`src/rtl/uart_pkg.sv`:
```
// Purpose: UART constants and helpers shared by the transmitter and the receiver.
// Latency: n/a (package only).
// Backpressure: n/a (package only).
//
// Contents: 3-bit FSM state encodings, parity mode constants and a parity helper.
package uart_pkg;

    // FSM state encodings; the receiver uses the same names.
    localparam logic [2:0] ST_IDLE   = 3'd0;
    localparam logic [2:0] ST_START  = 3'd1;
    localparam logic [2:0] ST_DATA   = 3'd2;
    localparam logic [2:0] ST_PARITY = 3'd3;
    localparam logic [2:0] ST_STOP   = 3'd4;

    // Parity modes selected by the PARITY parameter.
    localparam int PARITY_NONE = 0;
    localparam int PARITY_EVEN = 1;
    localparam int PARITY_ODD  = 2;

    // Turns the XOR-reduction of a data word into the line parity bit.
    function automatic logic parity_calc(input logic word_xor, input int mode);
        return (mode == PARITY_ODD) ? ~word_xor : word_xor;
    endfunction

endpackage

```
`src/rtl/uart_baud_cnt.sv`:
```
// Purpose: bit-period counter; tick_o marks the last clock of every serial bit.
// Latency: tick_o is combinational from the count register; first tick CLKS_PER_BIT-1 cycles after clear drops.
// Backpressure: none; free-running while clear_i is low.
//
// Ports:
//   clk_i   - clock, rising edge
//   rst_i   - synchronous active-high reset
//   clear_i - holds the count at 0 (asserted while the transmitter is idle)
//   tick_o  - high on the last cycle of each bit period
module uart_baud_cnt #(
    parameter int CLKS_PER_BIT = 1000,
    parameter int CNT_W        = $clog2(CLKS_PER_BIT)
) (
    input  logic clk_i,
    input  logic rst_i,
    input  logic clear_i,
    output logic tick_o
);

    localparam logic [CNT_W-1:0] CNT_MAX = CNT_W'(CLKS_PER_BIT - 1);

    logic [CNT_W-1:0] cnt_q;
    logic [CNT_W-1:0] cnt_d;

    always_comb begin
        cnt_d = cnt_q;
        if (clear_i) begin
            cnt_d = '0;
        end else if (cnt_q == CNT_MAX) begin
            cnt_d = '0;
        end else begin
            cnt_d = cnt_q + 1'b1;
        end
    end

    always_ff @(posedge clk_i) begin
        if (rst_i) begin
            cnt_q <= '0;
        end else begin
            cnt_q <= cnt_d;
        end
    end

    assign tick_o = !clear_i && (cnt_q == CNT_MAX);

endmodule

```
`src/rtl/uart_tx.sv`:
```
// Purpose: UART transmitter, LSB-first: start, DATA_LEN data bits, optional parity, 1 or 2 stop bits.
// Latency: start bit is on tx_o the cycle after the accepting edge; frames run back-to-back.
// Backpressure: ready_o drops while the one-word holding register is full.
//
// Ports:
//   clk_i, rst_i  - clock and synchronous active-high reset
//   data_i        - word to send, taken when data_valid_i && ready_o
//   data_valid_i  - sender has a word
//   ready_o       - holding register empty (registered)
//   tx_o          - serial line, idles high (registered)
//   busy_o        - FSM is not idle
//   done_strb_o   - one-cycle pulse once the last stop bit has been sent
module uart_tx
    import uart_pkg::*;
#(
    parameter int CLKS_PER_BIT = 1000,
    parameter int DATA_LEN     = 8,
    parameter int PARITY       = PARITY_NONE,
    parameter int STOP_BITS    = 1
) (
    input  logic                clk_i,
    input  logic                rst_i,
    input  logic [DATA_LEN-1:0] data_i,
    input  logic                data_valid_i,
    output logic                ready_o,
    output logic                tx_o,
    output logic                busy_o,
    output logic                done_strb_o
);

    localparam int BIT_W = $clog2(DATA_LEN + 1);
    localparam logic [BIT_W-1:0] LAST_BIT = BIT_W'(DATA_LEN - 1);

    logic [2:0]          state_q,     state_d;
    logic [DATA_LEN-1:0] shift_q,     shift_d;
    logic [DATA_LEN-1:0] hold_q,      hold_d;
    logic                hold_full_q, hold_full_d;
    logic                par_q,       par_d;
    logic [BIT_W-1:0]    bit_idx_q,   bit_idx_d;
    logic                stop_idx_q,  stop_idx_d;
    logic                tx_q,        tx_d;
    logic                ready_q,     ready_d;
    logic                done_q,      done_d;

    logic                accept;
    logic                in_idle;
    logic                state_legal;
    logic                tick;
    logic                last_stop;
    logic                frame_end;
    logic                load_en;
    logic [DATA_LEN-1:0] load_src;

    uart_baud_cnt #(
        .CLKS_PER_BIT(CLKS_PER_BIT)
    ) u_baud (
        .clk_i  (clk_i),
        .rst_i  (rst_i),
        .clear_i(in_idle),
        .tick_o (tick)
    );

    assign accept      = data_valid_i && ready_q;
    assign in_idle     = (state_q == ST_IDLE);
    assign state_legal = (state_q == ST_IDLE)   || (state_q == ST_START) ||
                         (state_q == ST_DATA)   || (state_q == ST_PARITY) ||
                         (state_q == ST_STOP);
    // With one stop bit the index never advances, so the first stop bit is the last.
    assign last_stop   = (STOP_BITS == 2) ? stop_idx_q : 1'b1;
    assign frame_end   = (state_q == ST_STOP) && tick && last_stop;

    always_comb begin
        state_d     = state_q;
        shift_d     = shift_q;
        hold_d      = hold_q;
        hold_full_d = hold_full_q;
        par_d       = par_q;
        bit_idx_d   = bit_idx_q;
        stop_idx_d  = stop_idx_q;
        ready_d     = ready_q;
        done_d      = 1'b0;
        load_en     = 1'b0;
        load_src    = data_i;

        case (state_q)
            ST_IDLE: begin
                if (accept) begin
                    load_en = 1'b1;
                    state_d = ST_START;
                end
            end
            ST_START: begin
                if (tick) begin
                    state_d   = ST_DATA;
                    bit_idx_d = '0;
                end
            end
            ST_DATA: begin
                if (tick) begin
                    if (bit_idx_q == LAST_BIT) begin
                        state_d    = (PARITY != PARITY_NONE) ? ST_PARITY : ST_STOP;
                        stop_idx_d = 1'b0;
                    end else begin
                        bit_idx_d = bit_idx_q + 1'b1;
                        shift_d   = shift_q >> 1;
                    end
                end
            end
            ST_PARITY: begin
                if (tick) begin
                    state_d    = ST_STOP;
                    stop_idx_d = 1'b0;
                end
            end
            ST_STOP: begin
                if (tick) begin
                    if (last_stop) begin
                        done_d = 1'b1;
                        if (hold_full_q) begin
                            // Drain the held word: next start bit follows immediately.
                            load_en     = 1'b1;
                            load_src    = hold_q;
                            hold_full_d = 1'b0;
                            ready_d     = 1'b1;
                            state_d     = ST_START;
                        end else if (accept) begin
                            // Holding register is empty, so a word offered on the
                            // closing edge goes straight to the shifter; parking it
                            // would leave it stranded once the FSM went idle.
                            load_en = 1'b1;
                            state_d = ST_START;
                        end else begin
                            state_d = ST_IDLE;
                        end
                    end else begin
                        stop_idx_d = 1'b1;
                    end
                end
            end
            default: begin
                state_d     = ST_IDLE;
                hold_full_d = 1'b0;
                ready_d     = 1'b1;
            end
        endcase

        // Words accepted mid-frame wait in the holding register.
        if (accept && state_legal && !in_idle && !frame_end) begin
            hold_d      = data_i;
            hold_full_d = 1'b1;
            ready_d     = 1'b0;
        end

        if (load_en) begin
            shift_d   = load_src;
            par_d     = parity_calc(^load_src, PARITY);
            bit_idx_d = '0;
        end

        // tx follows the state being entered so the line changes on the same edge.
        case (state_d)
            ST_START:  tx_d = 1'b0;
            ST_DATA:   tx_d = shift_d[0];
            ST_PARITY: tx_d = par_d;
            default:   tx_d = 1'b1;
        endcase
    end

    always_ff @(posedge clk_i) begin
        if (rst_i) begin
            state_q     <= ST_IDLE;
            shift_q     <= '0;
            hold_q      <= '0;
            hold_full_q <= 1'b0;
            par_q       <= 1'b0;
            bit_idx_q   <= '0;
            stop_idx_q  <= 1'b0;
            tx_q        <= 1'b1;
            ready_q     <= 1'b1;
            done_q      <= 1'b0;
        end else begin
            state_q     <= state_d;
            shift_q     <= shift_d;
            hold_q      <= hold_d;
            hold_full_q <= hold_full_d;
            par_q       <= par_d;
            bit_idx_q   <= bit_idx_d;
            stop_idx_q  <= stop_idx_d;
            tx_q        <= tx_d;
            ready_q     <= ready_d;
            done_q      <= done_d;
        end
    end

    assign ready_o     = ready_q;
    assign tx_o        = tx_q;
    assign busy_o      = !in_idle;
    assign done_strb_o = done_q;

endmodule

```
`config.mk`:
```
export PLATFORM = sky130hd
export DESIGN_NAME = uart_tx
export DESIGN_NICKNAME = d
export VERILOG_FILES = /design/src/rtl/uart_pkg.sv /design/src/rtl/uart_baud_cnt.sv /design/src/rtl/uart_tx.sv
export SDC_FILE = /design/constraint.sdc
export NUM_CORES = 1
export LEC_CHECK = 0
export BUFFER_PORTS_ARGS = -buffer_cell sky130_fd_sc_hd__buf_4
export CORE_MARGIN = 1.5
export CORE_UTILIZATION = 45
export DETAILED_ROUTE_END_ITERATION = 10
export PLACE_DENSITY = 0.72
export SETUP_SLACK_MARGIN = 0.3
export SLEW_MARGIN = 0
export SYNTH_ARGS = -nofsm -noshare
export SYNTH_HDL_FRONTEND = slang
export SYNTH_SLANG_ARGS = --single-unit
export TNS_END_PERCENT = 100
```
`constraint.sdc`:
```
create_clock -name clk_i -period 2.86 [get_ports clk_i]
set_input_delay 0.572 -clock clk_i [delete_from_list [all_inputs] [get_ports clk_i]]
set_output_delay 0.572 -clock clk_i [all_outputs]
set_load 0.1 [all_outputs]
```
==> results of run 1 <==
cell families after synthesis:
kind of cell | Yosys count
simple gates | 81
flops | 38
compound gates | 37
xor+xnor | 23
mux | 20
buf+inv | 13
fa+ha+maj | 2
cell usage after synthesis, types with 2 or more instances:
cell type,n
dfxtp_1,38
nor2_1,31
xnor2_1,19
mux2i_1,18
a211oi_1,11
nand2_1,11
nor2b_1,8
nand3_1,6
and3_1,4
inv_1,4
xor2_1,4
a211oi_2,3
clkbuf_1,3
nor3_1,3
nor3b_1,3
o211ai_1,3
o31a_1,3
a31oi_1,2
buf_2,2
buf_4,2
buf_6,2
ha_1,2
mux2_2,2
nand2b_1,2
o21ai_0,2
o31ai_1,2
or2_2,2
or3_1,2
registers in the layout (all words and copies together), names as in the netlist:
register      flops
u_baud.cnt_q     10
hold_q            8
shift_q           8
bit_idx_q         4
state_q           3
done_strb_o       1
hold_full_q       1
par_q             1
ready_o           1
tx_o              1
metal layers:
metal	global-route usage, %	routed length, um
met5	0	0
met4	6.84	68
met1	23.2	1910
met3	5.05	187
met2	24.2	1510
placed cells by master (no fill, tap or decap), types with 2 or more instances in the layout:
cell / instances
or2_2: 2
nand3_1: 6
or3_1: 2
dfxtp_1: 38
a31oi_1: 2
buf_4: 15
o211ai_1: 3
a211oi_1: 11
xor2_1: 4
a211oi_2: 3
nand2b_1: 2
o21ai_0: 2
nor2_1: 31
nand2_1: 11
xnor2_1: 19
mux2i_1: 18
mux2_2: 2
o31ai_1: 2
and3_1: 4
nor3_1: 3
nor3b_1: 3
o31a_1: 3
nor2b_1: 8
clkbuf_8: 6
inv_1: 4
ha_1: 2
critical path, delay by kind of cell, from the launching register on:
family	cells	cell delay (ns)
adder cells (fa/ha/maj)	1	0.22
flip-flops	1	0.38
AO/OA/AOI/OAI	1	0.25
AND/OR/NAND/NOR	3	1.11
multiplexers	1	0.20
cell type report:
| cell class | instances | share of cell area (%) |
|---|---|---|
| Multi-Input combinational cell | 163 | 53.0 |
| Sequential cell | 38 | 34.2 |
| Timing Repair Buffer | 15 | 5.07 |
| Clock inverter | 1 | 0.225 |
| Inverter | 4 | 0.676 |
| Tap cell | 52 | 2.93 |
| Clock buffer | 7 | 3.89 |
worst max-delay path by stage:
stage                     slack (ns)  depth (start not counted)                       to                       start
after floorplan                 0.64                          7  shift_q[4]$_SDFFE_PP0P_        ready_o$_SDFFE_PP1P_
after global placement          0.78                          6          tx_o$_SDFF_PP1_  u_baud.cnt_q[0]$_SDFF_PP0_
after detailed placement        0.62                          6  shift_q[2]$_SDFFE_PP0P_  u_baud.cnt_q[0]$_SDFF_PP0_
after CTS                       0.62                          6  shift_q[2]$_SDFFE_PP0P_  u_baud.cnt_q[0]$_SDFF_PP0_
after global routing            0.40                          6  shift_q[2]$_SDFFE_PP0P_  u_baud.cnt_q[0]$_SDFF_PP0_
final                           0.61                          6  shift_q[2]$_SDFFE_PP0P_  u_baud.cnt_q[0]$_SDFF_PP0_
per-stage QoR:
| step | std cells | hold WS (ns) | util [%] | cell area [sq um] | worst slack (ns) |
|---|---|---|---|---|---|
| 5_1_grt | 280 | 0.512 | 51.4 | 2220 | 0.400 |
| 2_1_floorplan | 214 | 0.430 | - | 2010 | 0.638 |
| 3_3_place_gp | 272 | 0.447 | 49.3 | 2130 | 0.781 |
| 3_5_place_dp | 272 | 0.473 | 49.3 | 2130 | 0.619 |
| 6_report | 280 | 0.482 | 51.4 | 2220 | 0.613 |
| 4_1_cts | 280 | 0.490 | 51.4 | 2220 | 0.624 |
power breakdown:
group	internal [mW]	switching [mW]	leakage, nW	total, mW
Combinational	0.0743	0.103	0.518	0.177
Clock	0.194	0.182	0.0482	0.376
Sequential	0.553	0.0188	0.310	0.572
==> impl_metrics.ini, run 1 <==
[timing]
setup_viol = 0
finalSetupTns_ns = 0
worstMarginPinSlew_ns = 0.678
min_period_ns = 2.25
fin_skew_ns = 0.00354
fin_crit_sh_pct = 78.6
relSlewSlack_pct = 54.8
hold_viol_final = 0
rsz0062_at_grt = false
slew_viol_final = 0
fmax_mhz = 445

[layout]
multi_input_area_sq_um = 1180
fill_cells = 421
antenna_cells = 0
area_delta_synth_final_pct = 10.4
regArea_sq_um = 761
layout.nets = 240
drive_gt1_share_pct = 15.4

[pwr]
peakVddDrop_uv = 278
p_total_mw = 1.13
p_leak_nw = 0.876
p_per_area_nw_per_um2 = 507

[die]
fp.dieArea_sq_um = 4880
start_util_pct = 46.5
die_x_um = 69.9
ios = 15
rows = 24
die_h_um = 69.9
core_sq_um = 4320

[setup_path]
worstPathCellList = ha_1, nand3b_1, nor3_1, nand3_2, mux2i_1, a211oi_1
crit_slowest_cell = nor3_1
r2r_setup_slack_ns = 0.61
crit_required_ns = 3.06
r2r_start = u_baud.cnt_q[0]$_SDFF_PP0_
path_class = reg2reg
critPathMaxFanout = 7
arrival_ns = 2.45
critPathLaunchType = flip-flop
worstReg2RegEnd = shift_q[2]$_SDFFE_PP0P_
reg2reg_depth = 6
max_stage_delay_ns = 0.53
end_kind = flip-flop

[yosys]
synth_xor_area_share_pct = 10.0
ys_warn_count = 0
synth-simple-area-share_pct = 21.8
syn_nets = 227
yosys-top-cells-area = dfxtp_1 38%, mux2i_1 9.0%, xnor2_1 8.3%
synth_top_family_by_area = simple AND/OR/NAND/NOR gates
synthDistinctLibCells = 48
syn_inst = 214
ys_async_sr_fraction_pct = 0
netlist_area_sq_um = 2010
synth_top_area_share_pct = 37.8
synthAdderAreaFrac_pct = 1.24
ys.flop_type = dfxtp_1
synth_compound_area_share_pct = 15.4
synth_edf_count = 0
avgSynthCellArea_sq_um = 9.40
ys_ff_latch = 38
synthMuxAreaShare_pct = 10.1
yosysTopAreaCell = dfxtp_1
synth_seq_area_share_pct = 37.8

[run]
cap_violations = 0

[clock_tree]
clk_latency_ns = 0.29
cts_resized = 0
post_cts_buffers = 0
clock_sinks = 38
cts_buffer_depth = 2
htreeDepth = 2
root_buffer = clkbuf_8
cts_tree = built
clk_pin_slew_ns = 0.07
cts-buffers-inserted = 5
cts_hold_buf = 0

[drt]
final_antenna_net_count = 0
wl_per_cell_um = 13.1
wl_mm = 3.67
vias = 1509
drc = 0
via_per_inst = 5.39
dr.pass1.iters = 4
dr.first_iter.drc_count = 111

[min_path]
hp-start = u_baud.cnt_q[0]$_SDFF_PP0_
min_path_type = reg2reg
hold_depth = 1
min_to = u_baud.cnt_q[0]$_SDFF_PP0_

[global_route]
globalRouteTotalUtil_pct = 16.7
grt-ovfl-total = 0
grt_pass1_wl_mm = 6.51
grt_max_degree = 25
antenna_found_initial = 0
grt_pass1_vias = 1440

[placed_design]
io_buffer_count = 14
routabilityCongestion = 0.783
dp.final_hpwl_mm = 2.58

[status]
status = completed
Note: power is estimated with default switching activity, not from simulation.
==> run 2: changes to the inputs <==
--- a/config.mk
+++ b/config.mk
@@ -5,11 +5,12 @@
 export SDC_FILE = /design/constraint.sdc
 export NUM_CORES = 1
 export LEC_CHECK = 0
+export ABC_AREA = 1
 export BUFFER_PORTS_ARGS = -buffer_cell sky130_fd_sc_hd__buf_4
 export CORE_MARGIN = 1.5
 export CORE_UTILIZATION = 45
 export DETAILED_ROUTE_END_ITERATION = 10
-export PLACE_DENSITY = 0.72
+export PLACE_DENSITY = 0.71
 export SETUP_SLACK_MARGIN = 0.3
 export SLEW_MARGIN = 0
 export SYNTH_ARGS = -nofsm -noshare
==> constraint.sdc (replaced) <==
create_clock -name clk_i -period 2.3 [get_ports clk_i]
set_input_delay 0.46 -clock clk_i [delete_from_list [all_inputs] [get_ports clk_i]]
set_output_delay 0.46 -clock clk_i [all_outputs]
set_load 0.1 [all_outputs]
==> impl_metrics.ini, run 2 <==
[die]
ios = 15
fp.dieArea_sq_um = 5250
die_x_um = 72.5
rows = 25
start_util_pct = 46.3
die_h_um = 72.5
core_sq_um = 4690

[layout]
reg_top3 = u_baud.cnt_q: 10 flops, hold_q: 8 flops, shift_q: 8 flops
largest_register_ffs = 10
antenna_cells = 0
area_delta_synth_final_pct = 17.3
drive_gt1_share_pct = 27.5
max_flop_register = u_baud.cnt_q
final_util_pct = 54.3
layout_common_cells = 81 x nand2_1, 32 x dfxtp_1
final_common_cell = nand2_1
layout.nets = 350

[global_route]
grt_pass1_vias = 1879
grt_use_met2_pct = 34.9
grt-ovfl-total = 0
grt_pass1_wl_mm = 8.22
gr-usage-met1_pct = 24.3
globalRouteTotalUtil_pct = 20.1
grt_use_met3_pct = 3.75
antenna_found_initial = 0
grt_max_degree = 19
top_usage_layer = met2

[yosys]
yosys-top-cells-area = dfxtp_1 35%, nand2_1 15%, a21oi_1 5.3%
ys_async_sr_fraction_pct = 0
yosys-top-cells-count = 89 x nand2_1, 38 x dfxtp_1, 25 x nor2_1, 24 x inv_1, 23 x a21oi_1
synthDistinctLibCells = 45
netlist_area_sq_um = 2170
syn_inst = 313
syn_nets = 326
yosysMostFrequentCell = nand2_1
synth_seq_area_share_pct = 35.0
yosysTopAreaCell = dfxtp_1
avgSynthCellArea_sq_um = 6.94
synth_top_area_share_pct = 35.0
ys.flop_type = dfxtp_1
ys_ff_latch = 38
ys_warn_count = 0
synth_edf_count = 0

[drt]
vias = 2006
final_antenna_net_count = 0
wl_mm = 4.63
dr.first_iter.drc_count = 76
via_per_inst = 5.12
wl_per_cell_um = 11.8
dr.pass1.iters = 5
drc = 0

[pwr]
p_leak_nw = 1.12
p_per_area_nw_per_um2 = 568
pwr-share-comb_pct = 17.7
swShare_pct = 29.4
p_sw_mw = 0.426
p_total_mw = 1.45
pwr-share-seq_pct = 49.3
peakVddDrop_uv = 336
clock_power_share_pct = 33.0
p_int_mw = 1.02

[clock_tree]
htreeDepth = 2
cts_tree = built
cts-buffers-inserted = 5
root_buffer = clkbuf_8
clk_pin_slew_ns = 0.07
clk_latency_ns = 0.29
clock_sinks = 38
cts_buffer_depth = 2

[timing]
min_period_ns = 1.91
setup_viol = 0
fin_skew_ns = 0.00467
slew_viol_final = 0
worstMarginPinSlew_ns = 0.474
fmax_mhz = 523
finalSetupTns_ns = 0
hold_slack_ns = 0.429
fin_crit_sh_pct = 83.2
hold_viol_final = 0
relSlewSlack_pct = 68.1
rsz0062_at_grt = true

[placed_design]
dp.final_hpwl_mm = 3.38
io_buffer_count = 14
routabilityCongestion = 0.806

[setup_path]
max_stage_delay_ns = 0.36
critPathLaunchType = flip-flop
crit_required_ns = 2.49
worstPathCellList = ha_4, nand2_4, nor2_4, nand3_4, nor2_8, buf_12, o21ai_1, nand2_2, buf_4, or2_2, nand3_2, nand3_2
worst_path_most_repeated_cell = nand3_2
path_class = reg2reg
crit_slowest_cell = dfxtp_4
critPathMaxFanout = 8
arrival_ns = 2.10
end_kind = flip-flop

[run]
cap_violations = 0

[min_path]
min_path_type = in2reg

[status]
status = completed
run 2: cell count changes in the layout (fill, tap and decap cells not counted), sizes merged, moves of 4 or more:
cell	delta
nor3	+4
buf	+10
a21oi	+21
o21ai	+14
xor2	-4
nor2b	-8
mux2i	-18
nand2	+91
xnor2	-18
a211oi	-12
nand3	+13
inv	+31
a22oi	+4
run 2: power groups by stage:
stage                     Sequential (mW)  Combinational, mW  Clock, mW
final                               0.713              0.255      0.478
after global routing                0.717              0.286      0.521
after CTS                           0.713              0.250      0.490
after detailed placement            0.727              0.247          0
after global placement              0.727              0.243          0
after floorplan                     0.747              0.165          0
run 2: final timing paths:
check                                                  end  slack (ns)  cells after the start                        from
worst max register to register             tx_o$_SDFF_PP1_        0.39                     12  u_baud.cnt_q[0]$_SDFF_PP0_
worst min-delay path                hold_q[3]$_SDFFE_PP0N_        0.43                      3                   data_i[3]
worst max-delay path                       tx_o$_SDFF_PP1_        0.39                     12  u_baud.cnt_q[0]$_SDFF_PP0_
worst min register to register  u_baud.cnt_q[0]$_SDFF_PP0_        0.44                      1  u_baud.cnt_q[0]$_SDFF_PP0_
run 2: cells by family after synthesis:
group,Yosys count,synth area share (%)
DFF,38,35.0
and+or+nand+nor,173,39.6
AOI/OAI and AO/OA,54,14.6
buffers and inverters,45,9.22
adders and majority gates,2,1.15
xor gates and xnor gates,1,0.403
run 2: timing repair:
action	CTS	global route
hold buffers	0	0
pin swaps	1	19
cloned	0	0
resized for setup	11	16
setup buffers	4	3
setup endpoints to repair	3	13
run 2: metrics by stage:
step | std cells | setup WS, ns | instance area [sq um]
floorplan | 313 | 0.347 | 2170
detailed placement | 377 | 0.180 | 2310
global placement | 377 | 0.285 | 2310
finish | 392 | 0.387 | 2550
global route | 392 | 0.235 | 2550
CTS | 389 | 0.303 | 2480
run 2: critical path: cells and delay by family, from the launching register on:
kind	cells	cell delay [ns]
AND/OR/NAND/NOR	8	0.85
flip-flops	1	0.36
buffers and inverters	2	0.30
adder cells (fa/ha/maj)	1	0.16
AO/OA/AOI/OAI	1	0.12
run 2: metal layers:
metal	vias up	wire length (um)
met2	21	2340
li1	1062	-
met1	915	2100
met5	-	0
met3	8	106
met4	0	85
run 2: layout make-up:
| class | count | area (sq um) |
|---|---|---|
| clock buffers | 7 | 86.3 |
| clock inverters | 1 | 5.00 |
| fillers | 460 | 2140 |
| inverters | 37 | 139 |
| multi-input cells | 230 | 1270 |
| flip-flops and latches | 38 | 771 |
| well taps | 54 | 67.6 |
| repair buffers | 25 | 204 |
